===== src/rtl/mul_shift_add.sv =====
// Sequential shift-and-add multiplier with sign/magnitude handling and early termination.
// Operands arrive on a shared bus: multiplicand in LOADA, multiplier in LOADB.
module mul_shift_add #(
    parameter int WIDTH = 16
) (
    input  logic                 clk,
    input  logic                 rst,
    input  logic                 start,
    input  logic [WIDTH-1:0]     data_in,
    input  logic                 signed_mode,
    output logic [2*WIDTH-1:0]   product,
    output logic                 done,
    output logic                 busy
);

    localparam int PW = 2 * WIDTH;

    typedef enum logic [2:0] {
        ST_IDLE  = 3'd0,
        ST_LOADA = 3'd1,
        ST_LOADB = 3'd2,
        ST_CALC  = 3'd3,
        ST_DONE  = 3'd4
    } state_t;

    // Unsigned magnitude; the most negative value maps to 2^(WIDTH-1) without overflow.
    function automatic logic [WIDTH-1:0] magnitude(input logic [WIDTH-1:0] v,
                                                   input logic             is_signed);
        logic [WIDTH-1:0] m;
        if (is_signed && v[WIDTH-1]) begin
            m = ~v + {{(WIDTH-1){1'b0}}, 1'b1};
        end else begin
            m = v;
        end
        return m;
    endfunction

    state_t           state_r;
    logic [PW-1:0]    a_r;
    logic [WIDTH-1:0] b_r;
    logic [PW-1:0]    p_r;
    logic             mode_r;
    logic             sign_a_r;
    logic             neg_r;

    logic [PW-1:0]    acc_s;
    logic [WIDTH-1:0] b_shift_s;
    logic [PW-1:0]    result_s;
    logic [WIDTH-1:0] mag_a_s;
    logic [WIDTH-1:0] mag_b_s;
    logic             sign_b_s;

    // Datapath for one CALC step plus operand magnitude conversion.
    always_comb begin
        if (b_r[0]) begin
            acc_s = p_r + a_r;
        end else begin
            acc_s = p_r;
        end
        b_shift_s = {1'b0, b_r[WIDTH-1:1]};
        if (neg_r) begin
            result_s = ~acc_s + {{(PW-1){1'b0}}, 1'b1};
        end else begin
            result_s = acc_s;
        end
        mag_a_s  = magnitude(data_in, signed_mode);
        mag_b_s  = magnitude(data_in, mode_r);
        sign_b_s = mode_r & data_in[WIDTH-1];
    end

    // Controller FSM with registered datapath state and registered outputs.
    always_ff @(posedge clk) begin
        if (rst) begin
            state_r  <= ST_IDLE;
            a_r      <= {PW{1'b0}};
            b_r      <= {WIDTH{1'b0}};
            p_r      <= {PW{1'b0}};
            mode_r   <= 1'b0;
            sign_a_r <= 1'b0;
            neg_r    <= 1'b0;
            product  <= {PW{1'b0}};
            done     <= 1'b0;
            busy     <= 1'b0;
        end else begin
            case (state_r)
                ST_IDLE: begin
                    if (start) begin
                        state_r <= ST_LOADA;
                        busy    <= 1'b1;
                    end else begin
                        state_r <= ST_IDLE;
                    end
                end
                ST_LOADA: begin
                    mode_r   <= signed_mode;
                    sign_a_r <= signed_mode & data_in[WIDTH-1];
                    a_r      <= {{WIDTH{1'b0}}, mag_a_s};
                    state_r  <= ST_LOADB;
                end
                ST_LOADB: begin
                    b_r   <= mag_b_s;
                    neg_r <= mode_r & (sign_a_r ^ sign_b_s);
                    p_r   <= {PW{1'b0}};
                    // A zero multiplier skips CALC entirely; -0 is still 0.
                    if (mag_b_s == {WIDTH{1'b0}}) begin
                        state_r <= ST_DONE;
                        product <= {PW{1'b0}};
                        done    <= 1'b1;
                        busy    <= 1'b0;
                    end else begin
                        state_r <= ST_CALC;
                    end
                end
                ST_CALC: begin
                    p_r <= acc_s;
                    a_r <= {a_r[PW-2:0], 1'b0};
                    b_r <= b_shift_s;
                    if (b_shift_s == {WIDTH{1'b0}}) begin
                        state_r <= ST_DONE;
                        product <= result_s;
                        done    <= 1'b1;
                        busy    <= 1'b0;
                    end else begin
                        state_r <= ST_CALC;
                    end
                end
                ST_DONE: begin
                    if (start) begin
                        state_r <= ST_LOADA;
                        done    <= 1'b0;
                        busy    <= 1'b1;
                    end else begin
                        state_r <= ST_DONE;
                    end
                end
                default: begin
                    state_r <= ST_IDLE;
                    done    <= 1'b0;
                    busy    <= 1'b0;
                end
            endcase
        end
    end

endmodule


===== config.mk =====
export PLATFORM = sky130hd
export DESIGN_NAME = mul_shift_add
export DESIGN_NICKNAME = d
export VERILOG_FILES = /design/src/rtl/mul_shift_add.sv
export SDC_FILE = /design/constraint.sdc
export NUM_CORES = 1
export LEC_CHECK = 0
export ABC_AREA = 1
export CAP_MARGIN = 10
export CORE_ASPECT_RATIO = 1.2
export CORE_MARGIN = 2
export CORE_UTILIZATION = 58
export DETAILED_ROUTE_END_ITERATION = 8
export PLACE_DENSITY = 0.78
export SYNTH_ARGS = -nofsm -noshare
export SYNTH_HDL_FRONTEND = slang
export SYNTH_SLANG_ARGS = --single-unit

===== constraint.sdc =====
create_clock -name clk -period 3.6 [get_ports clk]
set_input_delay 0.9 -clock clk [delete_from_list [all_inputs] [get_ports clk]]
set_output_delay 0.9 -clock clk [all_outputs]
set_load 0.01 [all_outputs]

=== After elaboration in Yosys (flattened, before gate mapping) ===
Cells that the tools add are included.

* Add/sub/neg operators: 3
* $mul: 0
* Divide/modulo/power cells: 0
* $lt $le $gt $ge: 0
* Eq/ne operators: 8
* Shifts and indexed selects: 0
* Multiplexer cells: 23
* Bitwise operators: 8
* Reduce and logical (&&, ||, !) cells: 12

{| class="wikitable"
|+ Operators by type and width
! operator !! number
|-
| $pmux W32 S2 || 3
|-
| $mux W32 || 4
|-
| $add A32 B1 Y32 const B || 1
|-
| $add A32 B32 Y32 || 1
|-
| $logic_not A16 Y1 || 2
|-
| $mux W16 || 2
|-
| $not A32 Y32 || 1
|-
| $pmux W16 S2 || 1
|-
| $add A16 B1 Y16 const B || 1
|-
| $not A16 Y16 || 1
|-
| $pmux W3 S5 || 1
|-
| $mux W3 || 3
|-
| $pmux W1 S4 || 2
|-
| $reduce_and A4 Y1 || 2
|-
| $mux W1 || 7
|-
| $eq A3 B2 Y1 const B || 2
|-
| $ne A2 B2 Y1 const B || 3
|-
| $reduce_bool A2 Y1 || 2
|-
| $reduce_or A2 Y1 || 2
|-
| $and A1 B1 Y1 || 3
|-
| $eq A3 B1 Y1 const B || 1
|-
| $eq A3 B3 Y1 const B || 1
|-
| $logic_not A3 Y1 || 1
|-
| $reduce_and A3 Y1 || 1
|-
| 4 further kinds || 6
|}

* Register bits after elaboration: 120
* Latch bits: 0
* Memory bits (writable): 0
* Bits in read-only memories: 0
* Input port bits: 20
* Word-level logic and storage cells: 64
* Memories kept: 0

=== Depth between registers and ports, before layout ===
* Depth in word-level cells: 7
* Depth in mapped cells: 22
* Depth with buffers taken out: 22

=== Least setup slack after synthesis ===
Ideal clock, no wire load.

* Path type: in2reg
* From: in data_in[1]
* To: reg product[15]
* Library setup time: 132 ps
* Arrival: 2,611 ps
* Setup slack: 856 ps
* Stages: 14
* Cells stage by stage: inv_1 -> ha_1 -> nand3_1 -> nor2_1 -> xor2_1 -> o21ai_0 -> nand3_1 -> nor2_1 -> nand3_1 -> nand2_1 -> nand3_2 -> buf_2 -> nand2_1 -> a21oi_1

* Longest elaborated chain between the ends: 6

{| class="wikitable"
|+ RTL lines
! what !! line !! source
|-
| from (decl) || 9 || <nowiki>input logic [WIDTH-1:0] data_in,</nowiki>
|-
| $not A16 Y16 || 31 || <nowiki>m = ~v + {{(WIDTH-1){1'b0}}, 1'b1};</nowiki>
|-
| $add A16 B1 Y16 || 31 ||
|-
| $mux W16 * || 30 || <nowiki>if (is_signed && v[WIDTH-1]) begin</nowiki>
|-
| $logic_not A16 Y1 * || 105 || <nowiki>if (mag_b_s == {WIDTH{1'b0}}) begin</nowiki>
|-
| $ne A2 B2 Y1 (no source line) * || -- ||
|-
| $reduce_and A3 Y1 (no source line) * || -- ||
|-
| to (signal assigned) || 81 || <nowiki>product <= {PW{1'b0}};</nowiki>
|-
| to (signal assigned) || 107 || <nowiki>product <= {PW{1'b0}};</nowiki>
|-
| to (signal assigned) || 120 || <nowiki>product <= result_s;</nowiki>
|-
| to (decl) || 11 || <nowiki>output logic [2*WIDTH-1:0] product,</nowiki>
|}

Mark *: on every way between the ends. The rest lies on a longest branch, timed or not.
A chain may end at the register's enable or synchronous reset.

=== Worst setup path in the final report ===
* From: reg p_r[0]
* To: reg product[31]

* Longest elaborated chain between the ends: 7

{| class="wikitable"
|+ RTL lines
! what !! line !! source
|-
| from (decl) || 41 || <nowiki>logic [PW-1:0] p_r;</nowiki>
|-
| from (signal assigned) || 77 || <nowiki>p_r <= {PW{1'b0}};</nowiki>
|-
| from (signal assigned) || 103 || <nowiki>p_r <= {PW{1'b0}};</nowiki>
|-
| from (signal assigned) || 115 || <nowiki>p_r <= acc_s;</nowiki>
|-
| $add A32 B32 Y32 || 56 || <nowiki>acc_s = p_r + a_r;</nowiki>
|-
| $mux W32 * || 55 || <nowiki>if (b_r[0]) begin</nowiki>
|-
| $not A32 Y32 || 62 || <nowiki>result_s = ~acc_s + {{(PW-1){1'b0}}, 1'b1};</nowiki>
|-
| $add A32 B1 Y32 || 62 ||
|-
| $mux W32 * || 61 || <nowiki>if (neg_r) begin</nowiki>
|-
| $mux W32 * || 118 || <nowiki>if (b_shift_s == {WIDTH{1'b0}}) begin</nowiki>
|-
| $pmux W32 S2 * || 85 || <nowiki>case (state_r)</nowiki>
|}

Mark *: on every way between the ends. The rest lies on a longest branch, timed or not. The select of a mux whose other input is x is not followed.

==> results.toml <==
[floorplanning]
die_area_sq_um = 16600
start_util = 0.598
row_count = 49
core_area_sq_um = 15100
die_w_um = 118
die_h_um = 141
io_pins = 54

[timing]
hold_violations = 0
rsz0062_at_grt = "no"
min_period_over_period = 0.872
setup_slack_ps = 462
skew_ps = 9.37
tightest_slew_ps = 874
max_freq_mhz = 319
finalSetupViolCount = 0
final-max-slew-violation-count = 0
setup_tns_ps = 0
timing.slew.headroom = 0.415
fin_crit_ps = 3140

[routing]
drc = 0
ant_nets = 0
drt_iter0_markers = 582
num_vias = 9637
wire_per_inst_um = 14.8
via_per_inst = 5.38
wl_mm = 26.6
drt_pre_antenna_iters = 5

[yosys]
synth_edf_count = 0
ys_warn_count = 0
syn-cell-area_sq_um = 9010
ys_async_sr_fraction = 0
synthCells = 1534
syn_nets = 1588
synth.distinct_cells = 42
synth-seq-cells = 120
ys_seq_area_frac = 0.266
synth_ff_type = "dfxtp_1"
syn_area_per_cell_sq_um = 5.88

[cts]
ctsResizeCount = 0
cts_made_buffers = 17
cts_buffer_depth = 2
path_clk_slew_ps = 60
post-cts-setup-buffers = 0
htreeDepth = 4
clk_latency_ps = 430
root_buffer = "clkbuf_16"
cts_hold_buf = 0
cts_tree = "built"
cts.sinks = 120

[placed_design]
pre_cts_slack_ps = 61.5
placed_area_sq_um = 9720
gp_congestion = 0.984
place_hpwl_mm = 20.4
io_buffers = 53
place_inst = 1758

[final_layout]
n_antenna_cell = 0
drive_above_1_share = 0.0725
num-fill-cells = 1467
final_common_cell = "nand2_1"
final_core_util = 0.683
stdcell_area_sq_um = 10300
syn_to_final_growth_pct = 14.3
mostFrequentLayoutCells = "nand2_1, inv_1, a21oi_1"
seqCellArea_sq_um = 2400
final_cell_count_no_fill = 1790
multi_input_area_sq_um = 5630
nets = 1627

[worst_setup_path]
crit_arrival_ps = 3500
cp.required_ps = 3960
worstPathCellList = "ha_1 -> fa_1 -> nand3_1 -> nand2_2 -> nand2_1 -> nand3_1 -> nand2_1 -> nand3_1 -> inv_1 -> nand2_1 -> nor2_1 -> nand2_1 -> nor2_2 -> nand3_2 -> nand2_2 -> nand2_1 -> nand2_1 -> nand3_1 -> a21oi_1"
slowest_delay_ps = 500
worstSetupPathType = "flop to flop"
cp_common_cell = "nand2_1"
crit_slowest_cell = "fa_1"
crit_path_max_fanout = 7
cp-end-kind = "flop"
cp-start-kind = "flop"

[job]
maxCapViolations = 0

[global_route]
overflow = 0
grt_pass1_wl_mm = 43.9
grt_use_total = 0.328
grt_max_degree = 65
antenna_found_initial = 0
grt_pass1_vias = 9338

[power]
peakVddDrop_v = 0.000324
power_leakage_nw = 4.91
power_density_nw_per_um2 = 395

[worst_hold_path]
hp-class = "flop to flop"

[run_status]
outcome = "finished clean"
-- per-layer routing --
metal,global-route usage,wire length (um)
met1,0.330,9940
met2,0.603,13700
met3,0.0413,769
met4,0.270,2190
met5,0,0
-- report_power, final --
group          switching (mW)  total, mW  internal, mW
clock network           0.663       1.69          1.02
logic                   0.621      0.925         0.304
registers              0.0623       1.45          1.39
total                    1.35       4.07          2.72
-- registers in the layout, summed over array words and instances (netlist names) --
register  cells
mode_r        1
state_r       3
busy          1
neg_r         1
b_r          16
sign_a_r      1
a_r          32
p_r          32
product      32
done          1
-- cell usage after synthesis (2+ instances only) --
library cell,instances,area [sq um]
clkinv_1,3,11.3
a21oi_1,138,691
clkbuf_1,34,128
nor2_1,100,375
o221ai_1,6,52.6
o21ai_0,55,275
o21ai_1,3,15.0
and2_1,5,31.3
or2_2,20,125
nor3_1,9,45.0
nand2_1,575,2160
inv_1,187,702
nand3_1,109,546
nor2_4,4,45.0
buf_6,2,22.5
nand2_2,8,50.1
nand4_1,19,119
o21a_1,3,22.5
a21boi_0,2,15.0
buf_4,4,30.0
a31oi_1,2,12.5
inv_2,5,18.8
ha_1,33,413
o211ai_1,13,97.6
o22ai_1,2,12.5
nor2_2,10,62.6
nor4_1,3,18.8
nand2_4,4,45.0
nand3_2,8,80.1
buf_2,12,60.1
xnor2_1,4,35.0
xor2_1,23,201
dfxtp_1,120,2400
-- cell families (layout without fill, tap and decap cells) --
| group | Yosys count | after routing | synth area share |
|---|---|---|---|
| buf+inv | 250 | 302 | 0.110 |
| xor+xnor | 27 | 27 | 0.0262 |
| compound gates | 227 | 227 | 0.135 |
| fa+ha+maj | 34 | 34 | 0.0480 |
| mux | 1 | 1 | 0.00250 |
| simple gates | 875 | 875 | 0.411 |
| flops | 120 | 120 | 0.266 |
-- metrics by stage --
step                hold WS [ps]  power (mW)
global placement             450        2.38
finish                       465        4.07
CTS                          468        4.06
floorplan                    454        2.13
detailed placement           457        2.39
global route                 480        4.24
-- critical path: cells and delay by family, from the launching register on --
| kind | cells | cell delay, ps |
|---|---|---|
| buffers and inverters | 1 | 90 |
| AOI/OAI and AO/OA | 1 | 140 |
| DFF | 1 | 350 |
| and+or+nand+nor | 15 | 1730 |
| adders and majority gates | 2 | 770 |
-- area by class of cell --
cell class,count,share of cell area
tap,204,0.0248
inverter,195,0.0710
timing repair buffer,75,0.0685
sequential,120,0.233
clock inverter,13,0.0142
clock buffer,19,0.0420
multi-input combinational,1164,0.546
-- final timing paths --
path,from,end,slack (ps),cells past startpoint
max,p_r[0]$_SDFFE_PP0P_,product[31]$_SDFFE_PP0P_,460,19
min,product[8]$_SDFFE_PP0P_,product[8]$_SDFFE_PP0P_,460,2
max reg2reg,p_r[0]$_SDFFE_PP0P_,product[31]$_SDFFE_PP0P_,460,19
min reg2reg,product[8]$_SDFFE_PP0P_,product[8]$_SDFFE_PP0P_,460,2
No activity file was read; power rests on OpenSTA's default activity.
